===== src/rtl/mult_div_unit.sv =====
// Iterative 32-bit multiply/divide unit with HI/LO registers, 32-cycle fixed latency.
// Define MDU_DIV_EN to compile in the DIV/DIVU datapath; otherwise divide requests are ignored.
module mult_div_unit (
    input  logic        clk,
    input  logic        rst,
    input  logic        start_i,
    input  logic [1:0]  op_i,
    input  logic [31:0] rs_i,
    input  logic [31:0] rt_i,
    input  logic        mthi_i,
    input  logic        mtlo_i,
    input  logic [31:0] wdata_i,
    output logic        busy_o,
    output logic        done_o,
    output logic [31:0] hi_o,
    output logic [31:0] lo_o
);

    typedef enum logic {IDLE = 1'b0, RUN = 1'b1} state_t;

    state_t      state_reg;
    logic [5:0]  cnt_reg;
    logic        neg_a_reg;
    logic        neg_b_reg;
    logic [31:0] opnd_reg;   // constant operand: multiplicand or divisor magnitude
    logic [31:0] acc_reg;    // product upper half / partial remainder
    logic [31:0] low_reg;    // multiplier shifting out / dividend shifting into quotient
    logic [31:0] hi_reg;
    logic [31:0] lo_reg;
    logic        busy_reg;
    logic        done_reg;

    logic        is_signed;
    logic [31:0] mag_a;
    logic [31:0] mag_b;
    logic        accept;
    logic [32:0] mul_sum;
    logic [63:0] product;
    logic [31:0] iter_acc;
    logic [31:0] iter_low;
    logic [31:0] res_hi;
    logic [31:0] res_lo;

`ifdef MDU_DIV_EN
    logic        div_reg;
    logic [32:0] div_trial;
    logic [31:0] div_acc;
    logic [31:0] div_low;
`endif

    assign is_signed = ~op_i[0];
    assign mag_a     = (is_signed && rs_i[31]) ? -rs_i : rs_i;
    assign mag_b     = (is_signed && rt_i[31]) ? -rt_i : rt_i;

`ifdef MDU_DIV_EN
    assign accept = start_i;
`else
    assign accept = start_i && !op_i[1];
`endif

    always_comb begin
        mul_sum  = {1'b0, acc_reg} + (low_reg[0] ? {1'b0, opnd_reg} : 33'd0);
        iter_acc = mul_sum[32:1];
        iter_low = {mul_sum[0], low_reg[31:1]};
        product  = {iter_acc, iter_low};
        if (neg_a_reg ^ neg_b_reg)
            product = -product;
        res_hi = product[63:32];
        res_lo = product[31:0];
`ifdef MDU_DIV_EN
        div_trial = {acc_reg, low_reg[31]} - {1'b0, opnd_reg};
        if (!div_trial[32]) begin
            div_acc = div_trial[31:0];
            div_low = {low_reg[30:0], 1'b1};
        end else begin
            div_acc = {acc_reg[30:0], low_reg[31]};
            div_low = {low_reg[30:0], 1'b0};
        end
        if (div_reg) begin
            iter_acc = div_acc;
            iter_low = div_low;
            // With a zero divisor every trial succeeds, so the remainder ends up as |rs|.
            res_hi = neg_a_reg ? -div_acc : div_acc;
            if (opnd_reg == 32'd0)
                res_lo = 32'hFFFF_FFFF;
            else
                res_lo = (neg_a_reg ^ neg_b_reg) ? -div_low : div_low;
        end
`endif
    end

    always_ff @(posedge clk or posedge rst) begin
        if (rst) begin
            state_reg <= IDLE;
            cnt_reg   <= 6'd0;
            neg_a_reg <= 1'b0;
            neg_b_reg <= 1'b0;
            opnd_reg  <= 32'd0;
            acc_reg   <= 32'd0;
            low_reg   <= 32'd0;
            hi_reg    <= 32'd0;
            lo_reg    <= 32'd0;
            busy_reg  <= 1'b0;
            done_reg  <= 1'b0;
`ifdef MDU_DIV_EN
            div_reg   <= 1'b0;
`endif
        end else begin
            done_reg <= 1'b0;
            case (state_reg)
                IDLE: begin
                    if (accept) begin
                        state_reg <= RUN;
                        busy_reg  <= 1'b1;
                        cnt_reg   <= 6'd0;
                        neg_a_reg <= is_signed & rs_i[31];
                        neg_b_reg <= is_signed & rt_i[31];
                        acc_reg   <= 32'd0;
`ifdef MDU_DIV_EN
                        div_reg   <= op_i[1];
                        opnd_reg  <= op_i[1] ? mag_b : mag_a;
                        low_reg   <= op_i[1] ? mag_a : mag_b;
`else
                        opnd_reg  <= mag_a;
                        low_reg   <= mag_b;
`endif
                    end else if (!start_i) begin
                        if (mthi_i)
                            hi_reg <= wdata_i;
                        if (mtlo_i)
                            lo_reg <= wdata_i;
                    end
                end
                RUN: begin
                    acc_reg <= iter_acc;
                    low_reg <= iter_low;
                    cnt_reg <= cnt_reg + 6'd1;
                    if (cnt_reg == 6'd31) begin
                        state_reg <= IDLE;
                        busy_reg  <= 1'b0;
                        done_reg  <= 1'b1;
                        hi_reg    <= res_hi;
                        lo_reg    <= res_lo;
                    end
                end
            endcase
        end
    end

    assign busy_o = busy_reg;
    assign done_o = done_reg;
    assign hi_o   = hi_reg;
    assign lo_o   = lo_reg;

endmodule


===== config.mk =====
export PLATFORM = sky130hd
export DESIGN_NAME = mult_div_unit
export DESIGN_NICKNAME = d
export VERILOG_FILES = /design/src/rtl/mult_div_unit.sv
export SDC_FILE = /design/constraint.sdc
export NUM_CORES = 1
export LEC_CHECK = 0
export CAP_MARGIN = 15
export CORE_ASPECT_RATIO = 1.2
export CORE_UTILIZATION = 35
export CTS_CLUSTER_DIAMETER = 200
export DETAILED_ROUTE_END_ITERATION = 10
export PLACE_DENSITY = 0.6
export SETUP_SLACK_MARGIN = 0.15
export SYNTH_ARGS = -nofsm -noshare
export SYNTH_HDL_FRONTEND = slang
export SYNTH_SLANG_ARGS = --single-unit

===== constraint.sdc =====
create_clock -name clk -period 6.3 [get_ports clk]
set_input_delay 0.63 -clock clk [delete_from_list [all_inputs] [get_ports clk]]
set_output_delay 0.63 -clock clk [all_outputs]
set_load 0.02 [all_outputs]

Yosys cells after proc, flatten, opt, wreduce, memory -nomap -nowiden. Index checks and enable logic that the tools add are counted.

Bits in registers: 171. Output and inout bits: 66. Word-level logic and storage cells: 64.

Add/subtract/negate cells: 5. Eq/ne operators: 7. Mux-type cells: 28. Bitwise gates (word level): 5. Reductions and logical operators: 8.

Operators with widths (count): 2-to-1 mux 32 bit (13); one-hot mux 32 bit (2 select lines) (4); 2-to-1 mux 64 bit (1); negator 32 bit (2); negator 64 bit (1); adder 32 x 32 -> 33 bit (1); one-hot mux 6 bit (2 select lines) (1); != test 2 bit, second input constant (5); AND reduction 4 bit (2); adder 6 x 1 -> 6 bit, second input constant (1); == test 6 x 5 -> 1 bit, second input constant (1); 2-to-1 mux 1 bit (6); 2-to-1 mux 6 bit (1); one-hot mux 1 bit (2 select lines) (2); AND reduction 2 bit (2); logical AND 1 bit (3); AND 1 bit (2); != test 2 x 1 -> 1 bit, second input constant (1); inverter 1 bit (2); logical NOT 1 bit (1); XOR 1 bit (1).

Longest topological paths before layout. Gate-level depths: netlist of the first run.

Depth after elaboration: 6. Mapped depth: 14. Gate-level depth less buffers: 13.

Worst setup path after synthesis of the first run. No wires, ideal clock.

Path type: register to register. Start: register low_reg[0]. End: register hi_reg[26] (netlist: hi_o[26]). Library setup time: 104 ps. Arrival: 3970 ps. Path slack: 2226 ps. Stages on the path, launching flop included: 15. Path buffers: 1. Cells stage by stage: dfrtp_1 clkbuf_1 and2_1 ha_1 fa_1 a21oi_1 o211ai_1 a21oi_1 xor2_1 o211ai_1 nor3_1 nand4b_1 o41ai_1 xor2_1 a221oi_1.

Cells in the longest elaborated chain, start to end: 6.

Ends and longest elaborated chain: start, declared (RTL line 27) `logic [31:0] low_reg;`; start signal, assigned (RTL line 125) `low_reg <= mag_b;`; start signal, assigned (RTL line 136) `low_reg <= iter_low;`; 2-to-1 mux 32 bit (*) (RTL line 62) `mul_sum = {1'b0, acc_reg} + (low_reg[0] ? {1'b0, opnd_reg} : 33'd0);`; adder 32 x 32 -> 33 bit (*) (RTL line 62); negator 64 bit (RTL line 67) `product = -product;`; 2-to-1 mux 64 bit (*) (RTL line 66) `if (neg_a_reg ^ neg_b_reg)`; 2-to-1 mux 32 bit (*) (RTL line 138) `if (cnt_reg == 6'd31) begin`; one-hot mux 32 bit (2 select lines) (*) (RTL line 110) `case (state_reg)`; end signal, assigned (RTL line 129) `hi_reg <= wdata_i;`; end signal, assigned (RTL line 142) `hi_reg <= res_hi;`; end, declared (RTL line 28) `logic [31:0] hi_reg;`.

Mark *: on every way between the ends. The rest lies on a longest branch, timed or not. The select of a mux whose other input is x is not followed. A chain may end at the register's enable or synchronous reset.

Worst setup path after layout of the first run. Same ends and word-level chain as after synthesis.

==> run_results.csv, run 1 <==
group,metric,value,unit
sta,finalHoldViolCount,0,
logic_synthesis,synth-seq-area-share,35.7,%
worst_hold_path,worstHoldStart,"opnd_reg[23]",
worst_setup_path,setup.worst_path.start,"low_reg[0]",
drt,drtAntennaViolNets,0,
logic_synthesis,synth_top_cells_by_area,"dfrtp_1, o21ai_0, nand2_1, xor2_1, a21oi_1",
cts,hold_buffers,0,
sta,worstMarginPinSlew,1080,ps
placement,dp_hpwl,27800,um
run,drv_cap,0,
drt,drtPass1Iterations,7,
sta,min_period,5000,ps
logic_synthesis,synth_edf_count,0,
drt,vias,10900,
die,num_rows,73,
sta,maxClockFrequency,200,MHz
logic_synthesis,synth.avg_cell_area,8.22,sq um
die,die_w,171,um
sta,skew,11.8,ps
cts,cts_tree,"built",
drt,drtIter0Drc,840,
cells_and_area,ff_latch_area,0.00428,sq mm
sta,fin_crit_sh,79.4,%
worst_setup_path,cp.required,6630,ps
sta,rsz0062_at_grt,"no",
logic_synthesis,yosysUniqueCellTypes,77,
sta,setup_viol,0,
logic_synthesis,synth_seq_cells,171,
die,core_area,0.0334,sq mm
cts,numCtsBuffers,17,
logic_synthesis,synth_top_area_share,35.7,%
worst_setup_path,startpoint_type,"register",
worst_setup_path,endpoint_kind,"register",
cts,h-tree-depth,4,
cells_and_area,multi_input_area,0.00728,sq mm
sta,slew_headroom,28.1,%
worst_hold_path,hold_class,"register to register",
worst_setup_path,crit_chain,"and2_1, ha_1, fa_1, a21oi_1, o211ai_1, a21oi_1, xor2_1, o211ai_1, nor3_1, nand4b_1, o41ai_1, xor2_1, a221oi_1",
logic_synthesis,yosys_warnings,0,
worst_setup_path,cp_max_fo,33,
logic_synthesis,syn_inst,1457,
worst_setup_path,cpMaxStageDelayCell,"nor3_1",
worst_setup_path,r2r-start,"low_reg[0]",
die,initial_core_util,35.8,%
grt,grt_max_degree,115,
cells_and_area,antenna_cells,0,
power_and_ir_drop,vdd_drop_max,267,uV
cells_and_area,drive_above_1_share,5.43,%
cells_and_area,nNetsFinal,1711,
drt,wl_per_cell,17.8,um
drt,wl,36200,um
logic_synthesis,syn_nets,1597,
power_and_ir_drop,p_leak,0.00613,uW
cells_and_area,synthToLayoutAreaGrowth,22.0,%
worst_setup_path,critPathArrivalTime,5330,ps
drt,routed_via_density,5.36,
die,io_pins,169,
sta,fin_setup_tns,0,ps
placement,place.gp.congestion,0.895,
cts,cts.repair.resized,0,
power_and_ir_drop,powerDensity,510,mW/mm^2
cts,cts_root_buf,"clkbuf_16",
logic_synthesis,synth_top_area_cell,"dfrtp_1",
grt,grt_overflow,0,
grt,grt_pass1_wl,57600,um
logic_synthesis,async_flop_share,100,%
cts,numClockSinks,171,
cells_and_area,post-route-util,43.7,%
worst_setup_path,critical_path_class,"register to register",
sta,final_max_slew_viol_count,0,
grt,grt.total_usage,21.1,%
cts,cts_buffer_depth,2,
cts,clock_latency,440,ps
worst_setup_path,slowest_delay,740,ps
drt,route.detailed.drc,0,
cts,postCtsSetupRepairBufs,0,
logic_synthesis,synth_top_flop_cell,"dfrtp_1",
grt,antenna_found_initial,0,
die,die_y,205,um
sta,whs,472,ps
grt,grt_pass1_vias,10400,
logic_synthesis,syn_area,0.0120,sq mm
placement,port_buffers,168,
die,die-area,0.0350,sq mm
cells_and_area,fillers,3351,
outcome,status,"finished clean",
cts,path_clk_slew,60,ps
cell families (layout without fill, tap and decap cells):
family	Yosys count	count (layout)	synth area share, %
xor+xnor	123	123	9.00
compound gates	466	466	23.2
buf+inv	107	234	3.83
mux	37	37	3.22
simple gates	516	516	21.1
fa+ha+maj	37	37	3.93
flops	171	171	35.7
path summary, 6_finish.rpt:
| kind | slack (ps) | cells past startpoint | endpoint |
|---|---|---|---|
| setup / recovery | 1300 | 13 | hi_o[26] |
| hold / removal | 470 | 2 | opnd_reg[23] |
| setup reg to reg | 1300 | 13 | hi_o[26] |
| hold reg to reg | 470 | 2 | opnd_reg[23] |
| max in group asynchronous | 4720 | 3 | opnd_reg[28] |
| min in group asynchronous | 560 | 2 | cnt_reg[3] |
cells in the mapped netlist, types with 23 or more instances:
cell and count:
clkbuf_1 73, mux2i_1 25, a21o_1 29, xnor2_1 56, o21ai_0 196, a211oi_1 26, ha_1 36, a21oi_1 109
xor2_1 67, nand2_1 208, o31ai_1 23, dfrtp_1 171, and2_1 41, nor2_1 115
worst max-delay path, delay by kind of cell, from the launching register on:
family	cells	cell delay, ps
flops	1	680
xor+xnor	2	330
compound gates	6	1950
simple gates	3	1310
fa+ha+maj	2	620
cells in the final DEF (no fill, tap or decap), types with 20 or more instances in the layout:
cell type / instances
mux2i_1: 25
inv_1: 21
a211oi_1: 26
nand3_1: 20
a21o_1: 29
clkdlybuf4s50_1: 168
nor2_1: 115
dfrtp_1: 170
o21ai_0: 196
o31ai_1: 23
xor2_1: 66
a21oi_1: 107
ha_1: 36
xnor2_1: 55
nor3_1: 22
nand2_1: 208
and2_1: 41
report_power, final:
group / internal (uW) / total [uW] / switching, uW
logic: 1740 / 4250 / 2510
clock network: 636 / 1090 / 451
registers: 1620 / 2120 / 492
total: 4000 / 7450 / 3450
layer usage:
layer	up-vias	global-route usage [%]	wire length [um]
met5	-	0	0
met4	0	6.70	792
met3	35	2.57	1560
met2	287	33.1	16200
met1	5133	30.2	17600
li1	5438	-	-
per-stage QoR:
step	instance area, sq um	setup slack (ps)	instances	power (uW)
final	14600	1300	2034	7450
after global routing	14600	800	2034	8030
after CTS	14600	1290	2032	7440
after detailed placement	14000	1340	2000	6330
after global placement	14000	1450	2000	6260
after floorplan	12000	1040	1457	4920
area by class of cell:
cell class                 count  share of cell area (%)
multi-input combinational   1179                    49.8
timing repair buffer         180                    12.3
sequential                   171                    29.3
clock inverter                10                   0.976
tap                          450                    3.85
clock buffer                  22                    3.11
inverter                      22                   0.599
Power figures use the tool's default switching activity.
==> run 2: changes to the inputs <==
Settings changed: PLACE_DENSITY 0.6 to 0.62.
Clock period 6.3 ns to 4.4 ns, I/O delays scaled along.
==> run 2 against run 1 <==
  * Combinational power increased by 52%
  * Clock skew increased by 1.3 ps
  * Fmax increased by 22%
  * Total power increased by 46%
  * Die area unchanged
  * First-iteration DRC count decreased by 26%
  * Global-route usage increased by 0.10 points
  * Sequential share of layout area decreased by 0.46 points
  * Non-clock buffer count increased by 27
  * Largest cell class unchanged
  * Clock power increased by 31%
==> run_results.csv, run 2 (synthesis results as in run 1) <==
group,metric,value,unit
cts,cts_root_buf,"clkbuf_16",
cells_and_area,drive_above_1_share,7.76,%
cells_and_area,fillers,3368,
power_and_ir_drop,powerDensity,732,mW/mm^2
sta,skew,13.1,ps
sta,slew_headroom,26.2,%
cts,cts_buffer_depth,2,
worst_setup_path,startpoint_type,"register",
worst_setup_path,cpMaxStageDelayCell,"or4b_2",
drt,drtAntennaViolNets,0,
grt,grt_max_degree,228,
die,core_area,0.0334,sq mm
grt,antenna_found_initial,0,
worst_setup_path,r2r-start,"low_reg[0]",
cells_and_area,ff_latch_area,0.00428,sq mm
grt,grt_pass1_vias,10500,
drt,routed_via_density,5.34,
sta,final_max_slew_viol_count,0,
outcome,status,"finished clean",
worst_setup_path,slowest_delay,680,ps
worst_setup_path,rr_endpoint,"hi_o[26]",
cells_and_area,nNetsFinal,1738,
cts,clock_latency,440,ps
placement,port_buffers,168,
run,drv_cap,0,
die,initial_core_util,35.8,%
worst_setup_path,cp_max_fo,28,
placement,place.gp.congestion,0.892,
sta,min_period,4090,ps
drt,drtIter0Drc,620,
sta,finalHoldViolCount,0,
cells_and_area,multi_input_area,0.00734,sq mm
grt,grt.total_usage,21.2,%
die,io_pins,169,
worst_setup_path,reg2regPathDepth,13,
cells_and_area,synthToLayoutAreaGrowth,24.0,%
power_and_ir_drop,p_leak,0.00628,uW
worst_setup_path,crit_chain,"buf_4, and2_1, ha_1, a21o_1, a21oi_1, a21boi_0, or4b_2, nand3_1, and4_2, nand3_2, o41ai_2, xor2_1, a221oi_1",
cts,numCtsBuffers,17,
power_and_ir_drop,power,10900,uW
sta,fin_crit_sh,92.9,%
worst_setup_path,critical-path-top-delay-family,"simple AND/OR/NAND/NOR gates",
drt,wl_per_cell,17.8,um
worst_setup_path,critPathArrivalTime,4420,ps
drt,wl,36700,um
cts,numClockSinks,171,
worst_setup_path,setup.worst_path.start,"low_reg[0]",
cts,hold_buffers,0,
cells_and_area,layout_common_cells,"nand2_1, o21ai_0, dfrtp_1, clkdlybuf4s50_1, nor2_1",
sta,fin_setup_tns,0,ps
worst_setup_path,critical_path_class,"register to register",
die,die_y,205,um
grt,grt_overflow,0,
cts,h-tree-depth,4,
drt,vias,11000,
worst_setup_path,endpoint,"hi_o[26]",
sta,rsz0062_at_grt,"yes",
sta,worstMarginPinSlew,1100,ps
cts,cts_tree,"built",
worst_hold_path,hold_class,"primary input to asynchronous set/reset pin",
placement,dp_hpwl,28300,um
die,die-area,0.0350,sq mm
worst_setup_path,r2r_slack,310,ps
die,die_w,171,um
die,num_rows,73,
drt,route.detailed.drc,0,
worst_setup_path,worst-path-stages,13,
cts,path_clk_slew,70,ps
worst_setup_path,critical_path_buf_inv_count,1,
cells_and_area,final_common_cell,"nand2_1",
power_and_ir_drop,vdd_drop_max,420,uV
worst_setup_path,cp.required,4730,ps
grt,grt_pass1_wl,57900,um
sta,maxClockFrequency,245,MHz
cells_and_area,antenna_cells,0,
worst_setup_path,endpoint_kind,"register",
sta,setup_viol,0,
drt,drtPass1Iterations,5,
[run 2: cell count changes in the layout (fill, tap and decap cells not counted), moves of 3 or more]
cell / before / now
clkinv_2: 1 / 5
bufinv_16: 3 / 0
buf_12: 1 / 4
nor4_1: 14 / 11
clkbuf_1: 4 / 0
buf_4: 10 / 35
[run 2: final cells by class]
class	instances	share of cell area, %
clock inverter	13	0.615
multi-input combinational	1179	49.5
inverter	22	0.582
sequential	171	28.8
tap	450	3.79
timing repair buffer	207	13.6
clock buffer	19	3.05
[run 2: how the worst min path moves through the flow]
stage	to	slack [ps]	depth (start not counted)
after CTS	opnd_reg[28]	480	2
after global routing	hi_o[5]	480	1
after floorplan	opnd_reg[26]	440	2
after detailed placement	hi_o[5]	470	1
after global placement	lo_o[2]	460	1
final	cnt_reg[4]	470	3
[run 2: worst min-delay path: cells and delay by family]
family | cells | cell delay [ps]
buffers and inverters | 3 | 900
[run 2: layer usage]
layer	wire length, um	vias to the layer above	GRT usage, %
met5	0	-	0
li1	-	5482	-
met1	17500	5206	29.6
met4	726	0	6.09
met3	1680	31	2.78
met2	16800	280	34.3
[run 2: report_power, final]
| part | switching (uW) | internal [uW] | total [uW] |
|---|---|---|---|
| sequential | 665 | 2330 | 2990 |
| combinational | 3770 | 2680 | 6450 |
| clock | 672 | 755 | 1430 |
[run 2: repair_timing]
action,4_1_cts,5_1_grt
resized for setup,0,10
buffers inserted,0,0
endpoints found under the setup margin,0,8
[run 2: through the flow]
stage	instances	area [sq um]	hold slack (ps)	util, %	setup slack (ps)
4_1_cts	2060	14800	481	44.2	165
5_1_grt	2061	14800	485	44.4	50.9
3_3_place_gp	2028	14200	459	42.5	312
6_report	2061	14800	474	44.4	311
2_1_floorplan	1457	12000	442	-	326
3_5_place_dp	2028	14200	465	42.5	179
==> run 3: changes to the inputs <==
Settings changed: CORE_UTILIZATION 35 to 51, PLACE_DENSITY 0.62 to 0.83.
==> run 3 against run 2 <==
  * Die area fell by 31%
  * Clock skew decreased by 2.8 ps
  * Combinational power rose by 0.9%
  * Sequential power is essentially flat
  * Design area down 1.3%
  * Cell count decreased by 6.7%
==> run_results.csv, run 3 (synthesis results as in run 1) <==
group,metric,value,unit
outcome,status,"finished clean",
drt,routed_via_density,5.88,
die,num_rows,61,
placement,place.gp.congestion,0.952,
cells_and_area,layout_common_cells,"nand2_1, o21ai_0, dfrtp_1, clkdlybuf4s50_1, nor2_1",
cells_and_area,drive_above_1_share,7.47,%
grt,grt_pass1_vias,10500,
sta,min_period,4080,ps
worst_setup_path,critPathArrivalTime,4410,ps
worst_setup_path,setup.worst_path.start,"low_reg[0]",
worst_setup_path,cpMaxStageDelayCell,"or4b_2",
grt,grt_pass1_wl,55400,um
cts,cts_buffer_depth,2,
cts,hold_buffers,0,
sta,rsz0062_at_grt,"no",
cells_and_area,fin_cells,1923,
worst_setup_path,crit_chain,"buf_4, and2_1, ha_1, a21o_1, a21oi_1, a21boi_0, or4b_2, nand3_1, and4_2, nand3_2, o41ai_2, xor2_1, a221oi_1",
placement,place_area,0.0140,sq mm
cells_and_area,ff_latch_area,0.00428,sq mm
cts,cts_tree,"built",
grt,antenna_found_initial,2,
worst_setup_path,slowest_delay,660,ps
cells_and_area,multi_input_area,0.00734,sq mm
sta,fin_crit_sh,92.8,%
sta,worstMarginPinSlew,1170,ps
sta,fin_setup_tns,0,ps
cts,numClockSinks,171,
worst_setup_path,startpoint_type,"register",
cts,h-tree-depth,4,
sta,setup_slack,318,ps
sta,slew_headroom,22.2,%
worst_setup_path,critical_path_buf_inv_count,1,
die,initial_core_util,51.8,%
drt,wl_met2,16100,um
cells_and_area,fillers,1945,
grt,grt_overflow,0,
drt,vias,11300,
power_and_ir_drop,powerDensity,750,mW/mm^2
die,die_w,142,um
drt,wl_per_cell,18.2,um
worst_hold_path,hold_class,"register to register",
placement,dp.cells,1888,
placement,dp_hpwl,26200,um
cts,cts_root_buf,"clkbuf_16",
placement,dpl_worst_slack,275,ps
worst_setup_path,cp.required,4730,ps
power_and_ir_drop,vdd_drop_max,375,uV
worst_setup_path,endpoint_kind,"register",
grt,grt_max_degree,227,
cts,numCtsBuffers,17,
worst_setup_path,cp_max_fo,28,
power_and_ir_drop,p_leak,0.00626,uW
die,core_area,0.0231,sq mm
cells_and_area,stdcell_area,0.0147,sq mm
drt,wl,35000,um
sta,final_max_slew_viol_count,0,
cells_and_area,nNetsFinal,1733,
cts,clock_latency,440,ps
drt,route.detailed.drc,0,
drt,highest_layer,"met4",
drt,drtIter0Drc,913,
worst_setup_path,rr_endpoint,"hi_o[26]",
sta,maxClockFrequency,245,MHz
cts,path_clk_slew,70,ps
worst_setup_path,endpoint,"hi_o[26]",
worst_setup_path,reg2regPathDepth,13,
cells_and_area,synthToLayoutAreaGrowth,22.3,%
cells_and_area,final_common_cell,"nand2_1",
sta,finalHoldViolCount,0,
worst_setup_path,r2r-start,"low_reg[0]",
worst_setup_path,worst-path-stages,13,
sta,skew,10.2,ps
run,drv_cap,0,
die,die-area,0.0241,sq mm
drt,drt-met1-wl,15500,um
placement,port_buffers,168,
drt,met3_length,2170,um
worst_setup_path,critical_path_class,"register to register",
drt,drtPass1Iterations,5,
die,io_pins,169,
worst_setup_path,critical-path-top-delay-family,"simple AND/OR/NAND/NOR gates",
die,die_y,170,um
sta,setup_viol,0,
worst_setup_path,r2r_slack,320,ps
drt,drtAntennaViolNets,0,
grt,grt.total_usage,29.6,%
[run 3: repair_timing]
item,CTS,global route
setup buffers,0,1
gates resized for setup,0,10
setup endpoints to repair,0,15
[run 3: through the flow]
stage	util [%]	hold slack [ps]	total power, uW
after CTS	63.1	480	10800
after detailed placement	60.6	466	9300
after global placement	60.6	454	9120
final	63.4	474	11000
after floorplan	-	442	7040
after global routing	63.3	489	11700
[run 3: tightest hold or removal path, cell delays in order, from the launching register on]
cell     delay [ps]
dfrtp_1         330
nand2_1          50
o21ai_0          60
[run 3: worst min path at each step]
| stage | start | endpoint | slack (ps) | depth (start not counted) |
|---|---|---|---|---|
| 5_1_grt | lo_o[2] | lo_o[2] | 490 | 1 |
| 6_report | opnd_reg[24] | opnd_reg[24] | 470 | 2 |
| 2_1_floorplan | opnd_reg[26] | opnd_reg[26] | 440 | 2 |
| 3_3_place_gp | opnd_reg[30] | opnd_reg[30] | 450 | 2 |
| 3_5_place_dp | opnd_reg[24] | opnd_reg[24] | 470 | 2 |
| 4_1_cts | opnd_reg[24] | opnd_reg[24] | 480 | 2 |
[run 3: per-layer routing]
metal  GRT usage, %  vias up
met5              0        -
met4           12.2        0
met3           4.84       61
met2           47.2      421
met1           39.8     5341
li1               -     5484
[run 3: where the power goes]
group / leakage (uW) / internal [uW] / switching [uW]
registers: 0.00211 / 2330 / 652
logic: 0.00386 / 2690 / 3820
clock network: 0.000279 / 804 / 687
[run 3: final cells by class]
type | count | share of cell area [%]
tap | 315 | 2.69
clock inverter | 14 | 0.905
timing repair buffer | 202 | 13.5
multi-input combinational | 1179 | 50.1
sequential | 171 | 29.2
inverter | 22 | 0.589
antenna | 2 | 0.0342
clock buffer | 18 | 3.00
